--- config.mk ---
export PLATFORM = sky130hd
export DESIGN_NAME = timer_irq_flat
export DESIGN_NICKNAME = d
export VERILOG_FILES = /design/src/rtl/timer_irq_if.sv /design/src/rtl/timer_irq.sv /design/src/flat_wrapper.sv
export SDC_FILE = /design/constraint.sdc
export NUM_CORES = 1
export LEC_CHECK = 0
export BUFFER_PORTS_ARGS = -buffer_cell sky130_fd_sc_hd__buf_2
export CAP_MARGIN = 20
export CORE_MARGIN = 4
export CORE_UTILIZATION = 55
export DETAILED_ROUTE_END_ITERATION = 16
export PLACE_DENSITY = 0.78
export SYNTH_ARGS = -nofsm -noshare
export SYNTH_HDL_FRONTEND = slang
export SYNTH_SLANG_ARGS = --single-unit
--- constraint.sdc ---
create_clock -name clk -period 7.25 [get_ports clk]
set_input_delay 1.45 -clock clk [delete_from_list [all_inputs] [get_ports clk]]
set_output_delay 1.45 -clock clk [all_outputs]
set_load 0.005 [all_outputs]
--- src/rtl/timer_irq_if.sv ---
// Register-bus and interrupt bundle between the CPU bridge and the countdown timer.
interface timer_irq_if;
  logic [1:0]  addr;
  logic        write_enable;
  logic [31:0] write_data;
  logic [31:0] read_result;
  logic        irq;

  modport master (
    output addr, write_enable, write_data,
    input  read_result, irq
  );

  modport slave (
    input  addr, write_enable, write_data,
    output read_result, irq
  );
endinterface

--- src/rtl/timer_irq.sv ---
// Memory-mapped countdown timer (CTRL/PRESET/COUNT) raising a level irq to CP0 on expiry.
// Optional TIMER_PRESCALE_EN: count steps once every PRESCALE cycles instead of every cycle.
module timer_irq #(
  parameter int          PRESCALE     = 1,
  parameter logic [31:0] RESET_PRESET = 32'd0
) (
  input logic        clk,
  input logic        rst,
  timer_irq_if.slave bus
);

  typedef enum logic [1:0] {IDLE, LOAD, CNT, INT} state_t;

  state_t      state, state_nxt;
  logic        en, en_nxt;
  logic [1:0]  mode, mode_nxt;
  logic        im, im_nxt;
  logic [31:0] preset, preset_nxt;
  logic [31:0] count, count_nxt;
  logic        pending, pending_nxt;
  logic        wr_ctrl, wr_preset;
  logic        step;

`ifdef TIMER_PRESCALE_EN
  logic [31:0] presc, presc_nxt;
  assign step = (presc == 32'(PRESCALE - 1));
`else
  logic unused_prescale;
  assign unused_prescale = ^PRESCALE;
  assign step = 1'b1;
`endif

  assign wr_ctrl   = bus.write_enable && (bus.addr == 2'd0);
  assign wr_preset = bus.write_enable && (bus.addr == 2'd1);

  always_comb begin
    state_nxt   = state;
    en_nxt      = en;
    mode_nxt    = mode;
    im_nxt      = im;
    preset_nxt  = preset;
    count_nxt   = count;
    pending_nxt = pending;
`ifdef TIMER_PRESCALE_EN
    presc_nxt   = presc;
`endif
    // Register writes pre-empt the FSM, so a write landing on the expiry cycle suppresses it.
    if (wr_ctrl) begin
      en_nxt      = bus.write_data[0];
      mode_nxt    = bus.write_data[2:1];
      im_nxt      = bus.write_data[3];
      pending_nxt = 1'b0;
      state_nxt   = bus.write_data[0] ? LOAD : IDLE;
`ifdef TIMER_PRESCALE_EN
      presc_nxt   = '0;
`endif
    end else if (wr_preset) begin
      preset_nxt = bus.write_data;
      if (en) state_nxt = LOAD;
    end else begin
      case (state)
        IDLE: if (en) state_nxt = LOAD;
        LOAD: begin
          count_nxt = preset;
          state_nxt = CNT;
`ifdef TIMER_PRESCALE_EN
          presc_nxt = '0;
`endif
        end
        CNT: begin
          if (!en) begin
            state_nxt = IDLE;
          end else begin
`ifdef TIMER_PRESCALE_EN
            presc_nxt = step ? '0 : presc + 32'd1;
`endif
            if (step) begin
              if (count > 32'd1) begin
                count_nxt = count - 32'd1;
              end else begin
                count_nxt   = '0;
                pending_nxt = 1'b1;
                state_nxt   = INT;
              end
            end
          end
        end
        INT: begin
          // Only MODE 1 reloads; MODE 0, 2 and 3 all behave as one-shot.
          if (mode == 2'd1) begin
            pending_nxt = 1'b0;
            state_nxt   = LOAD;
          end else begin
            en_nxt    = 1'b0;
            state_nxt = IDLE;
          end
        end
        default: state_nxt = IDLE;
      endcase
    end
  end

  always_ff @(posedge clk) begin
    if (!rst) begin
      state   <= IDLE;
      en      <= 1'b0;
      mode    <= 2'd0;
      im      <= 1'b0;
      preset  <= RESET_PRESET;
      count   <= '0;
      pending <= 1'b0;
`ifdef TIMER_PRESCALE_EN
      presc   <= '0;
`endif
    end else begin
      state   <= state_nxt;
      en      <= en_nxt;
      mode    <= mode_nxt;
      im      <= im_nxt;
      preset  <= preset_nxt;
      count   <= count_nxt;
      pending <= pending_nxt;
`ifdef TIMER_PRESCALE_EN
      presc   <= presc_nxt;
`endif
    end
  end

  always_comb begin
    bus.read_result = '0;
    case (bus.addr)
      2'd0:    bus.read_result = {28'b0, im, mode, en};
      2'd1:    bus.read_result = preset;
      2'd2:    bus.read_result = count;
      default: bus.read_result = '0;
    endcase
  end

  assign bus.irq = im & pending;

endmodule
--- src/flat_wrapper.sv ---
// flat-port wrapper written by rule: the top's interface ports become plain ports
module timer_irq_flat 
#(
  parameter int          PRESCALE     = 1,
  parameter logic [31:0] RESET_PRESET = 32'd0
)
  (clk, rst, bus_addr, bus_write_enable, bus_write_data, bus_read_result, bus_irq);
  timer_irq_if bus_i ();
  input logic clk;
  input logic rst;
  input wire logic [$bits(bus_i.addr)-1:0] bus_addr;
  input wire logic [$bits(bus_i.write_enable)-1:0] bus_write_enable;
  input wire logic [$bits(bus_i.write_data)-1:0] bus_write_data;
  output wire logic [$bits(bus_i.read_result)-1:0] bus_read_result;
  output wire logic [$bits(bus_i.irq)-1:0] bus_irq;
  assign bus_i.addr = bus_addr;
  assign bus_i.write_enable = bus_write_enable;
  assign bus_i.write_data = bus_write_data;
  assign bus_read_result = bus_i.read_result;
  assign bus_irq = bus_i.irq;
  timer_irq #(.PRESCALE(PRESCALE), .RESET_PRESET(RESET_PRESET)) u_core (.clk(clk), .rst(rst), .bus(bus_i));
endmodule
# == Word level (Yosys, flattened, before mapping) ==
# Cells that the tools add are included.
# word_totals
word_cells,57
inputBits,37
reg_bits,71
output_inout_bits,33
# classes
n_reduce_logical,12
muxes,20
bitwise,4
n_eq_ne,12
add_sub_neg,1
n_lt_le_gt_ge,1
# op_table
op,count
one-hot mux 32 bit (3 select lines),1
2-to-1 mux 32 bit,2
one-hot mux 32 bit (2 select lines),1
greater-than comparator 32 x 1 -> 1 bit (second input constant),1
subtractor 32 x 1 -> 32 bit (second input constant),1
2-to-1 mux 2 bit,5
2-to-1 mux 1 bit,9
!= test 2 x 1 -> 1 bit (second input constant),4
one-hot mux 2 bit (4 select lines),1
equality test 2 x 1 -> 1 bit (second input constant),3
equality test 2 bit (second input constant),3
nonzero test 2 bit,3
!= test 5 bit (second input constant),1
AND reduction 5 bit,1
logical NOT 2 bit,2
AND reduction 4 bit,1
inverter 1 bit,3
AND reduction 3 bit,1
logical AND 1 bit,2
!= test 2 bit (second input constant),1
one-hot mux 1 bit (2 select lines),1
AND reduction 2 bit,1
OR reduction 2 bit,1
bitwise AND 1 bit,1

# == Logic depth before layout (Yosys ltp) ==
# depth
word_depth,6
ltp_mapped,9
mapped_depth_nobuf,7

# == Worst setup path after synthesis ==
# No wires, ideal clock.
# synth_timing
path_type,input -> output
from,input bus_addr[1]
to,output bus_read_result[12]
required_time_ns,5.800
path_slack_ns,3.137
n_path_buf,3
arrival_ns,2.663
path_stages,5
cell_sequence,clkbuf_1 nor2b_1 clkbuf_1 buf_1 a22o_1
# synth_via
elab_chain_cells,2
word_cells_on_any_way,4
cone_classes,eq/ne (2); mux (1); reduce/logical (1)
# synth_lines
element,line_no,rtl
from (decl),flat_wrapper.sv:11,input wire logic [$bits(bus_i.addr)-1:0] bus_addr;
equality test 2 bit (tied with other cells),timer_irq.sv:131,case (bus.addr)
one-hot mux 32 bit (3 select lines) (*),timer_irq.sv:131,
to (decl),flat_wrapper.sv:14,output wire logic [$bits(bus_i.read_result)-1:0] bus_read_result;
# Every way passes the cells marked *; elsewhere a longest branch is shown, timed or not.

# == Worst setup path in the final report ==
# layout_timing
from,input bus_addr[0]
to,output bus_read_result[1]
# Same word-level chain as after synthesis.

==> out/qor.csv <==
stage,metric,value,unit
run_status,status,"complete, no violations",
worst_setup_path,path_delay_family,buffers and inverters,
finish,fillCellCount,709,
finish,final_area,4740,um^2
routing,postRouteAntennaNets,0,
worst_setup_path,cp-end-kind,output port,
sta,tightest_slew,0.999,ns
finish,drive_gt1_share,18.6,%
floorplan,core_area,7290,um^2
floorplan,die_area,8970,um^2
job,maxCapViolations,0,
synth,yosys.area_share.adder,1.82,%
clock_network,clkLatencyLatePin,0.35,ns
worst_setup_path,r2r_cells,7,
routing,drt_iter0_markers,567,
worst_setup_path,crit_fanout,19,
synth,netlist_area,4130,um^2
finish,syn_to_final_growth,14.7,%
routing,dr.pass1.iters,5,
clock_network,post_cts_buffers,0,
sta,fin_crit_sh,59.0,%
global_route,grt_pass1_vias,3999,
synth,synth_cell_type_count,61,
worst_setup_path,cp.required,5.80,ns
synth,postSynthCellCount,538,
synth,syn-num-nets,581,
worst_setup_path,cp_num_buf_inv,3,
worst_setup_path,r2r-end,u_core.count[24],
finish,fin_nets,620,
clock_network,clockBufferDepth,2,
clock_network,cts.sinks,71,
global_route,grt_antenna_before_repair,0,
sta,fmax,234,MHz
global_route,grt_max_degree,55,
sta,drv_slew,0,
floorplan,rows,31,
synth,synth-edff-count,0,
hold_path,hold-path-endpoint,u_core.preset[19],
routing,drt-wirelength-per-cell,18.9,um
sta,finClkSkew,0.00890,ns
floorplan,fp.dieW,94.7,um
sta,max_slew_margin,33.2,%
worst_setup_path,max_stage_delay,0.55,ns
routing,drc,0,
hold_path,min_from,u_core.preset[19],
clock_network,cts_tree,yes,
floorplan,io_pins,70,
clock_network,cts_root_buf,clkbuf_8,
floorplan,initial_core_util,56.7,%
worst_setup_path,cp_common_cell,buf_2,
synth,ys.flop_type,dfxtp_1,
routing,viasPerCell,6.55,
power_and_ir_drop,pwr_density_cell,212,nW/um^2
clock_network,cts_htree_levels,3,
worst_setup_path,r2r_start,u_core.state[0],
clock_network,cts_made_buffers,9,
synth,synthXorXnorAreaFrac,0,%
worst_setup_path,critPathKind,in2out,
synth,synth-seq-cells,71,
clock_network,cts.reportedPaths.clkPinSlew,0.08,ns
finish,antenna_cells,0,
placed_design,placed_area,4470,um^2
synth,synth_warnings,0,
clock_network,cts_resized,0,
synth,synth-simple-area-share,27.9,%
global_route,grt_use_total,29.3,%
sta,finalSetupViolations,0,
sta,rsz0062_at_grt,no,
routing,wl,12.9,mm
synth,synth_compound_area_share,29.2,%
floorplan,die_h,94.7,um
synth,yosys-mux-area-fraction,1.21,%
synth,synth_top_family_by_area,compound AO/OA/AOI/OAI gates,
global_route,grt_pass1_wl,20.5,mm
sta,hold_viol_final,0,
synth,async_flop_share,0,%
synth,avgSynthCellArea,7.68,um^2
hold_path,holdPathStages,2,
global_route,globalRouteOverflowTotal,0,
placed_design,gp_congestion,0.871,
worst_setup_path,critPathSlowestCell,nor2b_2,
power_and_ir_drop,power,1.00,mW
routing,vias,4463,
power_and_ir_drop,power.leakage,1.90,nW
power_and_ir_drop,ir_drop,0.115,mV
placed_design,io_buffers,69,
sta,finalHoldWorstSlack,0.475,ns
sta,fin_setup_tns,0,ns
worst_setup_path,cp_cell_sequence,"buf_2, nor2b_2, buf_4, nand2_1, o21ai_0, buf_2",
placed_design,hpwl,8.75,mm
worst_setup_path,rrSetupSlack,4.33,ns
synth,ys_seq_area_share,34.4,%
worst_setup_path,start_kind,primary input,
sta,period_minus_slack,4.28,ns
clock_network,ctsHoldBuffers,0,
worst_setup_path,crit_arrival,2.83,ns
hold_path,hold_path.class,reg2reg,
## worst register-to-register path, cell delays in order, from the launching register on
cell and delay, ns:
dfxtp_1 0.33, inv_1 0.12, ha_1 0.17, buf_4 0.28, inv_1 0.45, a31oi_2 0.95
o311ai_0 0.32, a31oi_1 0.23
## per-stage QoR
step / cells / setup slack (ns) / utilization [%]
after floorplan: 538 / 3.14 / -
after global placement: 661 / 2.82 / 61.0
after detailed placement: 662 / 2.75 / 61.3
after CTS: 678 / 2.75 / 64.4
after global routing: 681 / 2.79 / 65.0
final: 681 / 2.97 / 65.0
## Yosys cell counts (6+ instances only)
cell	n	area, um^2
a21oi_1	50	250
a22o_1	30	263
a31oi_1	17	106
a32o_1	6	60.1
and3_1	9	56.3
clkbuf_1	41	154
dfxtp_1	71	1420
ha_1	6	75.1
inv_1	8	30.0
nand2_1	101	379
nand3_1	18	90.1
nor2_1	15	56.3
nor2b_1	7	43.8
nor3_1	13	65.1
nor4_1	11	68.8
o211ai_1	6	45.0
o21ai_0	21	105
or3_1	11	68.8
or4_1	12	90.1
## final cells by class
type / instances / area, um^2 / share of cell area (%)
Timing Repair Buffer: 76 / 445 / 9.39
Multi-Input combinational cell: 410 / 2500 / 52.7
Clock buffer: 9 / 124 / 2.61
Tap cell: 99 / 124 / 2.61
Sequential cell: 71 / 1420 / 30.0
Clock inverter: 7 / 96.3 / 2.03
Inverter: 9 / 33.8 / 0.712
## flip-flops by register name, indices dropped and copies added (netlist names)
name and flops:
u_core.preset 32, u_core.mode 2, u_core.state 2, u_core.count 32
u_core.im 1, u_core.pending 1, u_core.en 1
## layout by cell type (no fill, tap or decap), types with 8 or more instances in the layout
| cell | netlist | final |
|---|---|---|
| a21oi_1 | 50 | 50 |
| a22o_1 | 30 | 30 |
| a31oi_1 | 17 | 16 |
| and3_1 | 9 | 9 |
| buf_2 | 3 | 69 |
| clkbuf_8 | 0 | 9 |
| dfxtp_1 | 71 | 71 |
| inv_1 | 8 | 8 |
| nand2_1 | 101 | 101 |
| nand3_1 | 18 | 18 |
| nor2_1 | 15 | 15 |
| nor3_1 | 13 | 13 |
| nor4_1 | 11 | 11 |
| o21ai_0 | 21 | 21 |
| or3_1 | 11 | 11 |
| or4_1 | 12 | 12 |
## cells by family after synthesis
kind of cell / after synthesis
buf+inv: 57
compound gates: 175
mux: 5
simple gates: 224
fa+ha+maj: 6
flops: 71
## worst max path at each step
stage | from | end | slack, ns | cells past startpoint
2_1_floorplan | bus_addr[1] | bus_read_result[12] | 3.14 | 5
3_3_place_gp | bus_addr[1] | bus_read_result[11] | 2.82 | 4
3_5_place_dp | bus_addr[1] | bus_read_result[18] | 2.75 | 4
4_1_cts | bus_addr[1] | bus_read_result[18] | 2.75 | 4
5_1_grt | bus_addr[0] | bus_read_result[1] | 2.79 | 6
6_report | bus_addr[0] | bus_read_result[1] | 2.97 | 6
## power by group
part | leakage, nW | switching, mW | total (mW) | internal [mW]
Combinational | 1.22 | 0.147 | 0.227 | 0.0801
Clock | 0.114 | 0.163 | 0.358 | 0.195
Sequential | 0.575 | 0.0170 | 0.419 | 0.402
Total | 1.90 | 0.327 | 1.00 | 0.677
## per-layer routing
layer / part of all wire [%] / GRT usage (%)
met4: 1.6 / 9.25
met3: 12 / 8.45
met5: 0 / 0
met2: 44 / 41.7
met1: 42 / 42.3
No activity file was read; power rests on OpenSTA's default activity.
